**config.mk**
```make
export PLATFORM = sky130hd
export DESIGN_NAME = genesis_pad_emulator
export DESIGN_NICKNAME = d
export VERILOG_FILES = /design/src/rtl/genesis_pad_pkg.sv /design/src/rtl/genesis_select_sync.sv /design/src/rtl/genesis_pad_emulator.sv
export SDC_FILE = /design/constraint.sdc
export NUM_CORES = 1
export LEC_CHECK = 0
export CAP_MARGIN = 20
export CORE_MARGIN = 4
export CORE_UTILIZATION = 55
export DETAILED_ROUTE_END_ITERATION = 8
export DONT_BUFFER_PORTS = 1
export PLACE_DENSITY = 0.79
export SYNTH_ARGS = -nofsm -noshare
export SYNTH_HDL_FRONTEND = slang
export SYNTH_SLANG_ARGS = --single-unit
```
**constraint.sdc**
```tcl
create_clock -name iCLK -period 1.6 [get_ports iCLK]
set_input_delay 0.24 -clock iCLK [delete_from_list [all_inputs] [get_ports iCLK]]
set_output_delay 0.24 -clock iCLK [all_outputs]
set_load 0.05 [all_outputs]
```
**src/rtl/genesis_pad_pkg.sv**
```systemverilog
// Shared constants for the Genesis pad emulator and the host-side reader.
// Pin/button indices, select-phase encoding and the pin mux function.
package genesis_pad_pkg;

  localparam int PIN_CS = 5;
  localparam int PIN_BA = 4;
  localparam int PIN_UZ = 3;
  localparam int PIN_DY = 2;
  localparam int PIN_LX = 1;
  localparam int PIN_RM = 0;

  localparam int BTN_Z = 11;
  localparam int BTN_Y = 10;
  localparam int BTN_X = 9;
  localparam int BTN_M = 8;
  localparam int BTN_S = 7;
  localparam int BTN_C = 6;
  localparam int BTN_B = 5;
  localparam int BTN_A = 4;
  localparam int BTN_U = 3;
  localparam int BTN_D = 2;
  localparam int BTN_L = 1;
  localparam int BTN_R = 0;

  typedef enum logic [2:0] {
    PH_IDLE = 3'd0,
    PH_ONE  = 3'd1,
    PH_TWO  = 3'd2,
    PH_ZERO = 3'd3,
    PH_ONES = 3'd4
  } phase_e;

  // Wraps 4 -> 1; only a timeout returns to idle.
  function automatic phase_e next_phase(input phase_e p);
    phase_e n;
    n = PH_ONE;
    unique case (p)
      PH_IDLE: n = PH_ONE;
      PH_ONE:  n = PH_TWO;
      PH_TWO:  n = PH_ZERO;
      PH_ZERO: n = PH_ONES;
      PH_ONES: n = PH_ONE;
      default: n = PH_ONE;
    endcase
    return n;
  endfunction

  function automatic logic [5:0] pad_map(
    input logic        sel,
    input logic        six,
    input phase_e      ph,
    input logic [11:0] b
  );
    logic [5:0] p;
    logic       xyzm;
    logic       zero;
    logic       ones;
    p    = '1;
    xyzm = six && (ph == PH_ZERO);
    zero = six && (ph == PH_ZERO);
    ones = six && (ph == PH_ONES);
    if (sel) begin
      p[PIN_CS] = ~b[BTN_C];
      p[PIN_BA] = ~b[BTN_B];
      if (xyzm) begin
        p[PIN_UZ] = ~b[BTN_Z];
        p[PIN_DY] = ~b[BTN_Y];
        p[PIN_LX] = ~b[BTN_X];
        p[PIN_RM] = ~b[BTN_M];
      end else begin
        p[PIN_UZ] = ~b[BTN_U];
        p[PIN_DY] = ~b[BTN_D];
        p[PIN_LX] = ~b[BTN_L];
        p[PIN_RM] = ~b[BTN_R];
      end
    end else begin
      p[PIN_CS] = ~b[BTN_S];
      p[PIN_BA] = ~b[BTN_A];
      unique case (1'b1)
        zero: begin
          p[PIN_UZ] = 1'b0;
          p[PIN_DY] = 1'b0;
          p[PIN_LX] = 1'b0;
          p[PIN_RM] = 1'b0;
        end
        ones: begin
          p[PIN_UZ] = 1'b1;
          p[PIN_DY] = 1'b1;
          p[PIN_LX] = 1'b1;
          p[PIN_RM] = 1'b1;
        end
        default: begin
          p[PIN_UZ] = ~b[BTN_U];
          p[PIN_DY] = ~b[BTN_D];
          p[PIN_LX] = 1'b0;
          p[PIN_RM] = 1'b0;
        end
      endcase
    end
    return p;
  endfunction

endpackage

```
**src/rtl/genesis_select_sync.sv**
```systemverilog
// Two-flop synchronizer for the console SELECT line,
// plus single-cycle rise/fall strobes on the synced level.
module genesis_select_sync (
  input  logic clk,
  input  logic rst_n,
  input  logic pin,
  output logic level,
  output logic rise,
  output logic fall
);

  logic s1;
  logic s2;
  logic s3;

  // All flops reset low so a pin held high at release yields only a rise.
  always_ff @(posedge clk or negedge rst_n) begin
    if (!rst_n) begin
      s1 <= 1'b0;
      s2 <= 1'b0;
      s3 <= 1'b0;
    end else begin
      s1 <= pin;
      s2 <= s1;
      s3 <= s2;
    end
  end

  assign level = s2;
  assign rise  = s2 & ~s3;
  assign fall  = ~s2 & s3;

endmodule

```
**src/rtl/genesis_pad_emulator.sv**
```systemverilog
// Genesis 3/6-button pad emulator: select-phase counter,
// idle timeout and registered active-low pin mux.
module genesis_pad_emulator
  import genesis_pad_pkg::*;
#(
  parameter int TIMEOUT_TICKS = 75000
) (
  input  logic        iCLK,
  input  logic        iN_RESET,
  input  logic        iSELECT,
  input  logic [11:0] iBUTTONS,
  input  logic        iSIX_BUTTON,
  output logic [5:0]  oGENPAD,
  output logic [2:0]  oPHASE
);

  localparam int IW = $clog2(TIMEOUT_TICKS + 1);
  localparam logic [IW-1:0] IDLE_MAX  = IW'(TIMEOUT_TICKS);
  localparam logic [IW-1:0] IDLE_LAST = IW'(TIMEOUT_TICKS - 1);

  logic          sel_s;
  logic          sel_rise;
  logic          sel_fall;
  logic          sel_edge;
  logic          timeout;
  logic [IW-1:0] idle;
  phase_e        ph;
  phase_e        ph_next;

  genesis_select_sync u_sync (
    .clk   (iCLK),
    .rst_n (iN_RESET),
    .pin   (iSELECT),
    .level (sel_s),
    .rise  (sel_rise),
    .fall  (sel_fall)
  );

  // A same-cycle edge suppresses the timeout.
  always_comb begin
    sel_edge = sel_rise | sel_fall;
    timeout  = !sel_edge && (idle == IDLE_LAST);
    ph_next  = ph;
    unique case (1'b1)
      sel_fall: ph_next = next_phase(ph);
      timeout:  ph_next = PH_IDLE;
      default:  ph_next = ph;
    endcase
  end

  always_ff @(posedge iCLK or negedge iN_RESET) begin
    if (!iN_RESET) begin
      idle    <= '0;
      ph      <= PH_IDLE;
      oGENPAD <= '1;
    end else begin
      if (sel_edge) begin
        idle <= '0;
      end else if (idle != IDLE_MAX) begin
        idle <= idle + 1'b1;
      end
      ph      <= ph_next;
      oGENPAD <= pad_map(sel_s, iSIX_BUTTON, ph_next, iBUTTONS);
    end
  end

  assign oPHASE = ph;

endmodule

```
==> Word level (Yosys, flattened, before mapping) <==
Cells that the tools add are included.
{ "word_totals": {"reg_bits": 29, "latch_bits": 0, "ramBits": 0, "romBits": 0, "in_bits": 16, "mem_count": 0} }
{ "op_classes": {"n_addsub": 1, "n_mul": 0, "div": 0, "magnitude_cmp": 0, "eq_ne": 7, "shifts": 0, "mux": 7, "bitwise": 17, "n_reduce_logical": 5} }
{ "ops": {"columns": ["operator", "count"], "rows": [
  ["2-to-1 mux 17 bit", 2],
  ["adder 17 x 1 -> 17 bit (second input constant)", 1],
  ["== test 17 bit (second input constant)", 1],
  ["inequality test 17 bit (second input constant)", 1],
  ["inverter 1 bit", 14],
  ["== test 3 x 2 -> 1 bit (second input constant)", 3],
  ["case mux 3 bit (3 select lines)", 1],
  ["case mux 4 bit (2 select lines)", 1],
  ["2-to-1 mux 6 bit", 1],
  ["case mux 3 bit (2 select lines)", 1],
  ["2-to-1 mux 4 bit", 1],
  ["== test 3 x 1 -> 1 bit (second input constant)", 1],
  ["== test 3 bit (second input constant)", 1],
  ["logical AND 1 bit", 3],
  ["bitwise AND 1 bit", 2],
  ["nonzero test 2 bit", 1],
  ["logical NOT 1 bit", 1],
  ["OR 1 bit", 1]
]} }

==> Logic depth before layout (Yosys ltp) <==
{ "depth": {"depth_word": 10, "mapped_depth": 7, "depth_no_buf": 7} }

==> Cells and area by module <==
From an unflattened synthesis, not the netlist that was laid out.
{ "hier_totals": {"cells_unflattened": 134, "hier_area_um2": 1417.6} }
{ "by_module_without_submodules": {"columns": ["module", "n_inst", "cells_per_inst", "area_each_um2", "seq_area_each_um2"], "rows": [
  ["genesis_pad_emulator", 1, 129, 1327.5, 658.1],
  ["genesis_select_sync", 1, 5, 90.1, 75.1]
]} }

==> Worst setup path before layout <==
OpenSTA, ideal clock, no wires.
{ "synth_timing": {"path_type": "flip-flop to flip-flop", "from": "register u_sync.s2 (netlist: u_sync.level)", "to": "register oGENPAD[0]", "setup_time_ns": 0.098, "arrival_time_ns": 1.625, "required_ns": 1.502, "slack_ns": -0.123, "path_stages_with_launch": 6, "path_buffers": 0, "cell_sequence": "dfrtp_1 -> inv_1 -> ha_1 -> and4_1 -> a31o_2 -> o311ai_1"} }
{ "synth_via": {"elab_chain_len": 10} }
{ "synth_rtl": {"columns": ["item", "line", "source"], "rows": [
  ["start, declared", "genesis_select_sync.sv:13", "logic s2;"],
  ["start signal, assigned", "genesis_select_sync.sv:20", "s2 <= 1'b0;"],
  ["start signal, assigned", "genesis_select_sync.sv:24", "s2 <= s1;"],
  ["inverter 1 bit", "genesis_select_sync.sv:31", "assign fall = ~s2 & s3;"],
  ["bitwise AND 1 bit", "genesis_select_sync.sv:31", null],
  ["OR 1 bit", "genesis_pad_emulator.sv:41", "sel_edge = sel_rise | sel_fall;"],
  ["logical NOT 1 bit", "genesis_pad_emulator.sv:42", "timeout = !sel_edge && (idle == IDLE_LAST);"],
  ["logical AND 1 bit", "genesis_pad_emulator.sv:42", null],
  ["case mux 3 bit (2 select lines)", "genesis_pad_emulator.sv:44", "unique case (1'b1)"],
  ["== test 3 bit / == test 3 x 2 -> 1 bit (equally long branches)", "genesis_pad_pkg.sv:61, genesis_pad_pkg.sv:59, genesis_pad_pkg.sv:60", null],
  ["logical AND 1 bit, on equally long branches", "genesis_pad_pkg.sv:61, genesis_pad_pkg.sv:59, genesis_pad_pkg.sv:60", null],
  ["case mux 4 bit (2 select lines) / 2-to-1 mux 4 bit (equally long branches)", "genesis_pad_pkg.sv:79, genesis_pad_pkg.sv:65", null],
  ["2-to-1 mux 6 bit *", "genesis_pad_pkg.sv:62", "if (sel) begin"],
  ["end signal, assigned", "genesis_pad_emulator.sv:63", "oGENPAD <= pad_map(sel_s, iSIX_BUTTON, ph_next, iBUTTONS);"],
  ["end, declared", "genesis_pad_emulator.sv:13", "output logic [5:0] oGENPAD,"]
]} }
Mark *: on every way between the ends. The rest lies on a longest branch, timed or not.
A chain may end at the register's enable or synchronous reset.

==> Worst setup path in the final report <==
{ "layout_timing": {"from": "register u_sync.s2 (netlist: u_sync.level)", "to": "register oGENPAD[3]"} }
Same word-level chain as after synthesis.

==> results.yml <==
timing:
  worst_pin_slew_ns: 0.335
  rsz0062_at_grt: "yes"
  slew_headroom: 0.775
  hold_violations: 0
  drv_slew: 0
  skew_ns: 0.0149
  setup_ws_ns: 0.00100
  final.min_clock_period_ns: 1.60
  fin_crit_sh: 0.999
  finalSetupViolations: 0
  hold_slack_ns: 0.125
  fin_tns_setup_ns: 0
  clock.fmax_ghz: 0.625
die:
  start_util: 0.588
  die_w_um: 60.1
  ioPinCount: 25
  die_area_sq_um: 3620
  die_h_um: 60.1
  placementRows: 18
  core_sq_um: 2540
placement:
  place_area_sq_um: 1640
  io_buffers: 0
  place.detailed.hpwl_um: 2140
  placedCellCount: 177
  dp_worst_setup_slack_ns: 0.0119
  globalplace.congestion: 0.854
global_routing:
  grt-ovfl-total: 0
  grtUsageTotal: 0.220
  grt_pass1_wl_um: 5730
  grt_max_degree: 30
  antenna_found_initial: 0
  grt_pass1_vias: 1230
route:
  routed_wl_um: 3630
  antenna_left: 0
  dr.pass1.iters: 4
  remaining_drc_errors: 0
  vias_per_cell: 5.81
  first_iter_violations: 54
  vias: 1144
  wl_per_cell_um: 18.4
finish:
  seq_area_sq_um: 738
  nets: 185
  multi_input_area_sq_um: 865
  syn_to_final_growth_pct: 29.9
  layout.cells.non_filler: 197
  final_cell_area_sq_um: 1940
  post-route-util: 0.763
  diodes: 0
  drive_gt1_frac: 0.335
  fillers: 172
run:
  drv_cap: 0
clocking:
  insertion_delay_ns: 0.33
  cts_max_path_buffers: 2
  root_buffer: "clkbuf_4"
  cts_made_buffers: 5
  cts_sinks: 29
  clk_pin_slew_ns: 0.09
  cts_htree_levels: 2
  cts_tree: "yes"
power_and_ir_drop:
  p_total_mw: 1.76
  pwr_density_cell_nw_per_um2: 906
  leakage_nw: 0.811
  vdd_drop_max_mv: 1.06
yosys:
  synth_ff_type: "dfrtp_1"
  mappedNetlistNets: 154
  syn-mean-instance-area_sq_um: 11.1
  synthDistinctLibCells: 37
  synth_area_sq_um: 1500
  synth_seq_cells: 29
  synthCells: 135
  yosysWarningCount: 0
  ys_seq_area_frac: 0.490
  synth_edf_count: 0
  synthArstFlopShare: 1.00
outcome:
  status: "finished, final reports clean"
critical_path:
  rrSetupSlack_ns: 0.001
  crit_slowest_cell: "dfrtp_1"
  start_kind: "flip-flop"
  cp_data_arrival_time_ns: 1.84
  cp_max_fo: 8
  crit_path_end_kind: "flip-flop"
  worstSetupPathType: "flip-flop to flip-flop"
  required_ns: 1.84
  slowest_delay_ns: 0.42
  path_cells: "inv_2 > ha_4 > xor2_1 > nand4b_1 > a31o_4 > o311ai_4"
min_path:
  hold_class: "input port to flip-flop"
==> registers in the layout (all words and copies together) (netlist names) <==
| name | count |
|---|---|
| u_sync.s1 | 1 |
| u_sync.s3 | 1 |
| u_sync.level | 1 |
| oPHASE | 3 |
| idle | 17 |
| oGENPAD | 6 |
==> cells by family after synthesis <==
group | share of synthesized area
adders and majority gates | 0.0251
muxes | 0.0201
xor gates and xnor gates | 0.0820
and+or+nand+nor | 0.281
AOI/OAI and AO/OA | 0.0837
DFF | 0.490
buffers and inverters | 0.0176
==> cell usage in the layout (no fill, tap or decap), drive strengths merged, types with 2 or more instances in the layout <==
cell type / netlist / layout
o311ai: 4 / 4
nor2b: 3 / 3
xor2: 4 / 4
xnor2: 10 / 10
dlygate4sd3: 0 / 10
o21ai: 5 / 5
nor2: 2 / 2
nand3: 8 / 8
clkbuf: 1 / 7
and4: 3 / 3
nand2: 7 / 7
and2: 13 / 13
or3: 2 / 2
inv: 6 / 6
and3: 3 / 3
buf: 0 / 15
mux2i: 3 / 3
a21boi: 3 / 3
nand3b: 2 / 2
ha: 3 / 3
nor3: 6 / 6
dfstp: 6 / 6
nand2b: 4 / 4
nand4: 5 / 5
dfrtp: 23 / 23
==> synth_stat cells (all sizes together) (3+ instances only) <==
library cell,instances,share of area
nor2b,3,0.013
nand2,7,0.018
ha,3,0.025
dfrtp,23,0.38
o21ai,5,0.017
nor3,6,0.023
mux2i,3,0.020
nand4,5,0.021
o311ai,4,0.023
and2,13,0.054
dfstp,6,0.11
nand3,8,0.035
xnor2,10,0.059
xor2,4,0.023
inv,6,0.015
and3,3,0.013
nand2b,4,0.017
a21boi,3,0.018
and4,3,0.021
==> worst paths after layout <==
kind                       cells after the start              startpoint                      to
max reg2reg                                    6  u_sync.level$_DFF_PN0_    oGENPAD[3]$_DFF_PN1_
min reg2reg                                    0     u_sync.s1$_DFF_PN0_  u_sync.level$_DFF_PN0_
min in group asynchronous                      2                iN_RESET     oPHASE[2]$_DFF_PN0_
max in group asynchronous                      2                iN_RESET    oGENPAD[4]$_DFF_PN1_
max                                            6  u_sync.level$_DFF_PN0_    oGENPAD[3]$_DFF_PN1_
min                                            2             iBUTTONS[0]    oGENPAD[0]$_DFF_PN1_
==> critical path, delay by kind of cell (launching register included) <==
family          cells  cell delay (ns)
buf+inv             1             0.10
simple gates        1             0.13
fa+ha+maj           1             0.17
xor+xnor            1             0.14
flops               1             0.42
compound gates      2             0.55
==> cell type report <==
class,instances,share of cell area
multi-input cells,99,0.445
clock buffers,7,0.0232
well taps,30,0.0193
flip-flops and latches,29,0.380
inverters,6,0.0116
clock inverters,1,0.00258
repair buffers,25,0.118
==> what timing repair did <==
action | CTS | global route
pin swaps | 0 | 8
setup buffers | 0 | 1
endpoints found under the setup margin | 5 | 9
hold buffers | 11 | 0
hold endpoints to repair | 36 | 0
gates resized for setup | 1 | 23
==> power breakdown <==
part / total, mW / internal (mW) / switching (mW)
registers: 0.928 / 0.803 / 0.125
logic: 0.414 / 0.173 / 0.241
clock network: 0.417 / 0.171 / 0.247
==> layer usage <==
layer  vias to the layer above  share of wire  track usage
met2                        26           0.54        0.358
met1                       572           0.40        0.264
met5                         -              0            0
li1                        542              -            -
met4                         0         0.0099        0.127
met3                         4          0.049       0.0497
(Power assumes the default switching activity.)
